--- src/rtl/spi_cfg_pkg.sv ---
// Shared definitions for the SPI configuration register file:
// FSM state encoding, reserved addresses and a frame field-extract helper.
package spi_cfg_pkg;

  typedef enum logic [1:0] {
    ST_IDLE   = 2'd0,
    ST_SHIFT  = 2'd1,
    ST_DECODE = 2'd2
  } state_t;

  localparam int unsigned ADDR_NOP        = 0;
  localparam int unsigned COMMIT_ADDR_DEF = 15;

  // Widest frame the field helper can handle.
  localparam int unsigned FIELD_MAX_W = 64;

  // Return 'width' bits of 'frame' starting at bit 'lsb', zero-extended.
  function automatic logic [FIELD_MAX_W-1:0] frame_field(
    input logic [FIELD_MAX_W-1:0] frame,
    input int unsigned            lsb,
    input int unsigned            width
  );
    logic [FIELD_MAX_W-1:0] mask;
    mask = '1;
    mask = ~(mask << width);
    return (frame >> lsb) & mask;
  endfunction

endpackage

--- src/rtl/spi_cfg_sync.sv ---
// Multi-stage synchroniser with rise/fall edge detection on the final stage.
module spi_cfg_sync #(
  parameter int unsigned STAGES  = 2,
  parameter logic        RST_VAL = 1'b0
) (
  input  logic clk,
  input  logic rst_n,
  input  logic din,
  output logic dout,
  output logic rise,
  output logic fall
);

  logic [STAGES-1:0] sync_q;
  logic              dly_q;

  // Synchroniser chain plus one delay flop for edge comparison.
  always_ff @(posedge clk or negedge rst_n) begin
    if (!rst_n) begin
      sync_q <= RST_VAL ? '1 : '0;
      dly_q  <= RST_VAL;
    end else begin
      sync_q <= {sync_q[STAGES-2:0], din};
      dly_q  <= sync_q[STAGES-1];
    end
  end

  assign dout = sync_q[STAGES-1];
  assign rise = dout & ~dly_q;
  assign fall = ~dout & dly_q;

endmodule

--- src/rtl/spi_cfg_regfile.sv ---
// SPI configuration receiver: oversamples spck/mosi/ncs in the pck0 domain,
// decodes fixed-length frames into a shadow bank and commits it atomically
// to the active bank. Optional readback on miso is enabled by defining
// SPI_CFG_REGFILE_READBACK_EN.
module spi_cfg_regfile
  import spi_cfg_pkg::*;
#(
  parameter int unsigned DATA_W      = 8,
  parameter int unsigned ADDR_W      = 4,
  parameter int unsigned FRAME_W     = 16,
  parameter int unsigned NUM_REGS    = 4,
  parameter int unsigned COMMIT_ADDR = COMMIT_ADDR_DEF,
  parameter int unsigned SYNC_STAGES = 2
) (
  input  logic                       pck0,
  input  logic                       nreset,
  input  logic                       spck,
  input  logic                       mosi,
  input  logic                       ncs,
  output logic                       miso,
  output logic [NUM_REGS*DATA_W-1:0] cfg_active,
  output logic                       cfg_upd,
  output logic                       frame_err
);

  localparam int unsigned      CNT_W    = $clog2(FRAME_W + 2);
  localparam logic [CNT_W-1:0] CNT_MAX  = CNT_W'(FRAME_W + 1);
  localparam logic [CNT_W-1:0] CNT_FULL = CNT_W'(FRAME_W);

  logic spck_rise, spck_fall, mosi_s, ncs_rise, ncs_fall;
  logic unused_spck_lvl, unused_ncs_lvl, unused_mosi_rise, unused_mosi_fall;

  spi_cfg_sync #(.STAGES(SYNC_STAGES), .RST_VAL(1'b0)) u_sync_spck (
    .clk(pck0), .rst_n(nreset), .din(spck),
    .dout(unused_spck_lvl), .rise(spck_rise), .fall(spck_fall)
  );

  spi_cfg_sync #(.STAGES(SYNC_STAGES), .RST_VAL(1'b0)) u_sync_mosi (
    .clk(pck0), .rst_n(nreset), .din(mosi),
    .dout(mosi_s), .rise(unused_mosi_rise), .fall(unused_mosi_fall)
  );

  spi_cfg_sync #(.STAGES(SYNC_STAGES), .RST_VAL(1'b1)) u_sync_ncs (
    .clk(pck0), .rst_n(nreset), .din(ncs),
    .dout(unused_ncs_lvl), .rise(ncs_rise), .fall(ncs_fall)
  );

  state_t             state_q, state_d;
  logic [CNT_W-1:0]   cnt_q, cnt_d;
  logic [FRAME_W-1:0] shreg_q, shreg_d;
  logic [ADDR_W-1:0]  frame_addr;
  logic [DATA_W-1:0]  frame_data;
  logic               wr_en, commit, err_d;

  logic [DATA_W-1:0]  shadow_q [NUM_REGS];
  logic [DATA_W-1:0]  active_q [NUM_REGS];

  assign frame_addr = ADDR_W'(frame_field(FIELD_MAX_W'(shreg_q), FRAME_W - ADDR_W, ADDR_W));
  assign frame_data = DATA_W'(frame_field(FIELD_MAX_W'(shreg_q), 0, DATA_W));

  // FSM state, bit counter and shift register.
  always_ff @(posedge pck0 or negedge nreset) begin
    if (!nreset) begin
      state_q <= ST_IDLE;
      cnt_q   <= '0;
      shreg_q <= '0;
    end else begin
      state_q <= state_d;
      cnt_q   <= cnt_d;
      shreg_q <= shreg_d;
    end
  end

  // Next-state, shifting and frame decode.
  always_comb begin
    state_d = state_q;
    cnt_d   = cnt_q;
    shreg_d = shreg_q;
    wr_en   = 1'b0;
    commit  = 1'b0;
    err_d   = 1'b0;
    case (state_q)
      ST_IDLE: begin
        if (ncs_fall) begin
          state_d = ST_SHIFT;
          cnt_d   = '0;
          shreg_d = '0;
        end
      end
      ST_SHIFT: begin
        // A same-cycle spck rise is shifted before DECODE inspects the count.
        if (spck_rise) begin
          shreg_d = {shreg_q[FRAME_W-2:0], mosi_s};
          if (cnt_q != CNT_MAX) cnt_d = cnt_q + 1'b1;
        end
        if (ncs_rise) state_d = ST_DECODE;
      end
      ST_DECODE: begin
        if (cnt_q != CNT_FULL)                          err_d  = 1'b1;
        else if (frame_addr == ADDR_W'(ADDR_NOP))       ;
        else if (frame_addr <= ADDR_W'(NUM_REGS))       wr_en  = 1'b1;
        else if (frame_addr == ADDR_W'(COMMIT_ADDR))    commit = 1'b1;
        else                                            err_d  = 1'b1;
        if (ncs_fall) begin
          state_d = ST_SHIFT;
          cnt_d   = '0;
          shreg_d = '0;
        end else begin
          state_d = ST_IDLE;
        end
      end
      default: state_d = ST_IDLE;
    endcase
  end

  // Shadow writes, atomic commit to the active bank, status pulses.
  always_ff @(posedge pck0 or negedge nreset) begin
    if (!nreset) begin
      for (int unsigned k = 0; k < NUM_REGS; k++) begin
        shadow_q[k] <= '0;
        active_q[k] <= '0;
      end
      cfg_upd   <= 1'b0;
      frame_err <= 1'b0;
    end else begin
      cfg_upd   <= commit;
      frame_err <= err_d;
      for (int unsigned k = 0; k < NUM_REGS; k++) begin
        if (wr_en && frame_addr == ADDR_W'(k + 1)) shadow_q[k] <= frame_data;
        if (commit) active_q[k] <= shadow_q[k];
      end
    end
  end

  // Flatten the active bank onto the output bus.
  always_comb begin
    cfg_active = '0;
    for (int unsigned k = 0; k < NUM_REGS; k++) begin
      cfg_active[k*DATA_W +: DATA_W] = active_q[k];
    end
  end

`ifdef SPI_CFG_REGFILE_READBACK_EN
  logic               rb_valid_q, rb_valid_d;
  logic [ADDR_W-1:0]  rb_addr_q, rb_addr_d;
  logic [DATA_W-1:0]  rb_data;
  logic [FRAME_W-1:0] rb_frame, rb_sh_q;
  logic               rb_load, miso_q;

  // Track the last valid write; DECODE of any other frame clears it. Using
  // the next-value lets a back-to-back frame see the just-decoded result.
  always_comb begin
    rb_valid_d = rb_valid_q;
    rb_addr_d  = rb_addr_q;
    if (state_q == ST_DECODE) begin
      rb_valid_d = wr_en;
      if (wr_en) rb_addr_d = frame_addr;
    end
    rb_data = '0;
    for (int unsigned k = 0; k < NUM_REGS; k++) begin
      if (rb_valid_d && rb_addr_d == ADDR_W'(k + 1)) rb_data = active_q[k];
    end
    rb_frame = '0;
    rb_frame[FRAME_W-1 -: DATA_W] = rb_data;
    rb_load = (state_d == ST_SHIFT) && (state_q != ST_SHIFT);
  end

  // Readback shifter: first bit on frame start, then one bit per spck fall.
  always_ff @(posedge pck0 or negedge nreset) begin
    if (!nreset) begin
      rb_valid_q <= 1'b0;
      rb_addr_q  <= '0;
      rb_sh_q    <= '0;
      miso_q     <= 1'b0;
    end else begin
      rb_valid_q <= rb_valid_d;
      rb_addr_q  <= rb_addr_d;
      if (rb_load) begin
        miso_q  <= rb_frame[FRAME_W-1];
        rb_sh_q <= rb_frame << 1;
      end else if (state_q == ST_SHIFT) begin
        if (spck_fall) begin
          miso_q  <= rb_sh_q[FRAME_W-1];
          rb_sh_q <= rb_sh_q << 1;
        end
      end else begin
        miso_q <= 1'b0;
      end
    end
  end

  assign miso = miso_q;
`else
  logic unused_spck_fall;
  assign unused_spck_fall = spck_fall;
  assign miso = 1'b0;
`endif

endmodule

--- config.mk ---
export PLATFORM = sky130hd
export DESIGN_NAME = spi_cfg_regfile
export DESIGN_NICKNAME = d
export VERILOG_FILES = /design/src/rtl/spi_cfg_pkg.sv /design/src/rtl/spi_cfg_sync.sv /design/src/rtl/spi_cfg_regfile.sv
export SDC_FILE = /design/constraint.sdc
export NUM_CORES = 1
export LEC_CHECK = 0
export ABC_AREA = 1
export BUFFER_PORTS_ARGS = -buffer_cell sky130_fd_sc_hd__buf_2
export CAP_MARGIN = 10
export CORE_AREA = 2 2 120 122
export DETAILED_ROUTE_END_ITERATION = 16
export DIE_AREA = 0 0 122 124
export PLACE_DENSITY = 0.47
export SYNTH_ARGS = -nofsm -noshare
export SYNTH_HDL_FRONTEND = slang
export SYNTH_SLANG_ARGS = --single-unit
--- constraint.sdc ---
create_clock -name pck0 -period 3.5 [get_ports pck0]
set_input_delay 0.35 -clock pck0 [delete_from_list [all_inputs] [get_ports pck0]]
set_output_delay 0.35 -clock pck0 [all_outputs]
set_load 0.005 [all_outputs]
==> results.md <==
- The run finished with clean final reports.
- Of the synthesized area, sequential elements account for 0.6010.
- In the layout the commonest cells are nand2_1 (154), dfrtp_1 (94), buf_2 (37).
- Of the cells placed in the final design, the portion with a size suffix greater than 1 is 0.1864.
- The number of max-slew violations in the final report is 0.
- In this run the post-CTS setup repair buffer count came out at 0.
- The library cell used most frequently in the layout, excluding fill and tap cells, is nand2_1.
- The net switching power is ~0.55 mW.
- The critical setup path kind is flop to flop.
- The count of maximum capacitance violations is 0.
- The number of synthesized register bits is 97.
- The floorplan die height is roughly 120 µm.
- The number of nets with antenna violations after detailed routing is 0.
- The critical path endpoint category is a flop.
- In this run, placement finished with an instance count of roughly 640.
- The HPWL after detailed placement is 5437 µm.
- The CTS clock-pin slew for the worst setup and hold paths is roughly 0.07 ns.
- The via density per instance is 4.403.
- For the worst setup path, the data required time is roughly 3.8 ns.
- In the post-synthesis netlist, the biggest area contributors are dfrtp_1 (58%), nand2_1 (14%), nand3_1 (4.5%).
- The repair_antennas step left the layout with diodes totalling 0.
- The site row count is 43.
- Entering global routing, the biggest net connects 86 pins.
- The detailed router's first-iteration violation count is 202.
- The first-pass detailed-route iteration total is 4.
- The maximum count of clock buffers along a single path is 2.
- The number of ports placed on the die boundary is 40.
- After detailed routing, the number of remaining DRC violations is 0.
- After detailed placement, the total cell area comes to ~4400 µm².
- Of the total power, combinational logic draws 0.054.
- The cell leakage power is around 2.5 nW.
- In this run the standard cell core region covers about 14000 µm².
- Clock tree synthesis found a total of 97 sinks.
- Clock tree synthesis inserted a total of 9 buffers.
- The arrival time of data at the critical path endpoint is 2.40 ns.
- The floorplan step set the die width to approximately 120 µm.
- The global-route total usage across every layer is 0.1197.
- The cell taking the most area after synthesis is dfrtp_1.
- The uppermost layer routed is met4.
- The worst-skew pair later-pin latency is around 0.35 ns.
- The netlist uses 27 different library cells.
- In the final routed layout, each cell accounts on average for ~13 µm.
- The hold violation count in the final report was 0.
- TritonCTS built the clock tree.
- The internal power of the cells totals 1.689 mW.
- The relative slew slack is 0.2946.
- The post-synthesis to final-layout area growth is 14.57%.
- Summed over all nets, wire length on met3 after detailed routing comes to approximately 310 µm.
- The type of origin of the critical path is a flop.
- The average cell area after synthesis is roughly 9.4 µm².
- The total die area is approximately 15000 µm².
- Of the total power, the clock network draws 0.417.
- The number of vias in the routed layout is 2871.
- The power density over the cells is about 480 nW/µm².
- Port buffering added 38 buffers.
- Summing every instance area after synthesis gives ~4000 µm².
- For the final database, setup skew stands at about 0.0063 ns.
- Gates resized during post-CTS repair numbered 0.
- The timing-limited maximum frequency is approximately 0.47 GHz.
- The share of synthesized area in the top cell type comes to 0.5815.
- The switching share of power is 0.2468.
- In the final timing run, aggregate negative setup slack is 0 ns.
- Setup violations remaining at the end of the flow were counted as 0.
- The path category of the worst min-delay check is input pin to flop.
- Of all nets on the critical path, the largest fanout is 35.
- In the synthesized netlist, the number of instances is 432.
- For this configuration, the core starts out at a cell density of 0.2948.
- The finished cells cover 4634 µm².
- The number of non-filler instances in the completed layout is approximately 650.
- The fraction of the cycle the final worst path needs is 0.6038.
- The slew of the pin with the lowest slew margin is between 1 and 1.5 ns.
- The Yosys step of the flow raised 0 warnings.
- The total wire length after detailed routing is approximately 8000 µm.
- Setup repair after global routing left no endpoint under its margin.
- For this block, wires on met1 add up to 3911 µm.
- The share of total power dissipated in sequential elements is 0.529.
- In this run the number of H-tree levels came out at 3.
- The clock root buffer is clkbuf_16.
- Across the VDD grid, the largest voltage drop is between 0.0002 and 0.00025 V.
- For this run the aggregate overflow at the end of global routing stands at 0.
- The number of global-route vias before repair is approximately 2.8k.
- The total number of nets in the final design is between 400 and 500.
- Summed over all nets, wire length on met2 after detailed routing comes to ~3800 µm.
- At the end of routability-driven placement, the weighted congestion stood at about 0.73.
- The routed design could run at a clock period as short as 2.113 ns.
- Buffers inserted to repair hold after CTS numbered 0.
- The initial antenna violation count is 0.
- The first global-routing pass estimated 13710 µm of wire.
- The synthesized netlist net count is 440.
layout make-up:
| cell class | instances | area [µm²] |
|---|---|---|
| repair buffers | 40 | 207.7 |
| clock buffers | 11 | 242.7 |
| fillers | 1425 | 9085 |
| multi-input cells | 286 | 1365 |
| flip-flops and latches | 97 | 2431 |
| clock inverters | 5 | 38.79 |
| inverters | 33 | 123.9 |
| well taps | 180 | 225.2 |
logic make-up (layout without fill, tap and decap cells):
logic type	after synthesis	after routing	share of synthesized area
flip-flops	97	97	0.6010
AO/OA/AOI/OAI	52	52	0.06990
other	1	1	0.0009270
buffers and inverters	49	89	0.06155
AND/OR/NAND/NOR	230	230	0.2573
adder cells (fa/ha/maj)	3	3	0.009280
metrics by stage:
| stage | utilization | hold slack [ns] | total power, mW | setup slack, ns |
|---|---|---|---|---|
| 4_1_cts | 0.3378 | 0.08335 | 2.284 | 1.336 |
| 3_5_place_dp | 0.3173 | 0.3365 | 1.332 | 1.363 |
| 6_report | 0.3378 | 0.09698 | 2.242 | 1.387 |
| 5_1_grt | 0.3378 | 0.08132 | 2.352 | 1.152 |
| 3_3_place_gp | 0.3173 | 0.3363 | 1.330 | 1.393 |
| 2_1_floorplan | - | 0.05441 | 1.282 | 2.156 |
power groups by stage:
stage	Combinational [mW]	Clock [mW]	Sequential, mW
3_5_place_dp	0.125	0	1.21
4_1_cts	0.125	0.973	1.19
2_1_floorplan	0.0883	0	1.19
5_1_grt	0.144	1.02	1.19
3_3_place_gp	0.125	0	1.21
6_report	0.122	0.934	1.19
registers in the layout, indices dropped and copies added (netlist names), 2 cells and up:
| name | flops |
|---|---|
| u_sync_ncs.sync_q | 2 |
| shadow_q | 32 |
| state_q | 2 |
| cfg_active | 32 |
| u_sync_spck.sync_q | 2 |
| shreg_q | 16 |
| u_sync_mosi.sync_q | 2 |
| cnt_q | 5 |
layer usage:
layer / global-route usage / up-vias
met4: 0.05388 / 0
li1: - / 1452
met5: 0 / -
met3: 0.03571 / 9
met2: 0.1892 / 45
met1: 0.1516 / 1365
worst max-delay path, cell delays in order, from the launching register on:
cell     delay, ns
dfrtp_1       0.44
inv_1         0.08
ha_1          0.18
nand3_4       0.34
nor2_4        0.75
nand2_1       0.13
nand2_1       0.10
final timing paths:
path / startpoint / to / slack [ns] / depth (start not counted)
setup / recovery: cnt_q[0]$_DFFE_PN0P_ / cfg_active[4]$_DFFE_PN0P_ / 1.39 / 6
hold / removal: ncs / u_sync_ncs.sync_q[0]$_DFF_PN1_ / 0.1 / 1
setup reg to reg: cnt_q[0]$_DFFE_PN0P_ / cfg_active[4]$_DFFE_PN0P_ / 1.39 / 6
hold reg to reg: u_sync_mosi.sync_q[0]$_DFF_PN0_ / u_sync_mosi.sync_q[1]$_DFF_PN0_ / 0.35 / 0
max in group asynchronous: nreset / cfg_active[27]$_DFFE_PN0P_ / 2.51 / 2
min in group asynchronous: nreset / cnt_q[1]$_DFFE_PN0P_ / 0.19 / 1
cells in the mapped netlist:
cell      number
nand4_1        2
inv_2          3
nor2_2         1
nand3_4        1
clkbuf_1       3
nor2_1        11
nand3_1       36
a21oi_2        1
conb_1         1
o21ai_1        6
nand3_2        4
buf_6          7
dfstp_2        3
inv_1         29
clkinv_1       1
buf_2          4
o21ai_0       28
nor3_1         1
nand2_2       12
o22ai_1       15
nand2_1      154
a21oi_1        2
or2_2          1
nor2_4         7
ha_1           3
buf_4          2
dfrtp_1       94
No activity file was read; power rests on OpenSTA's default activity.
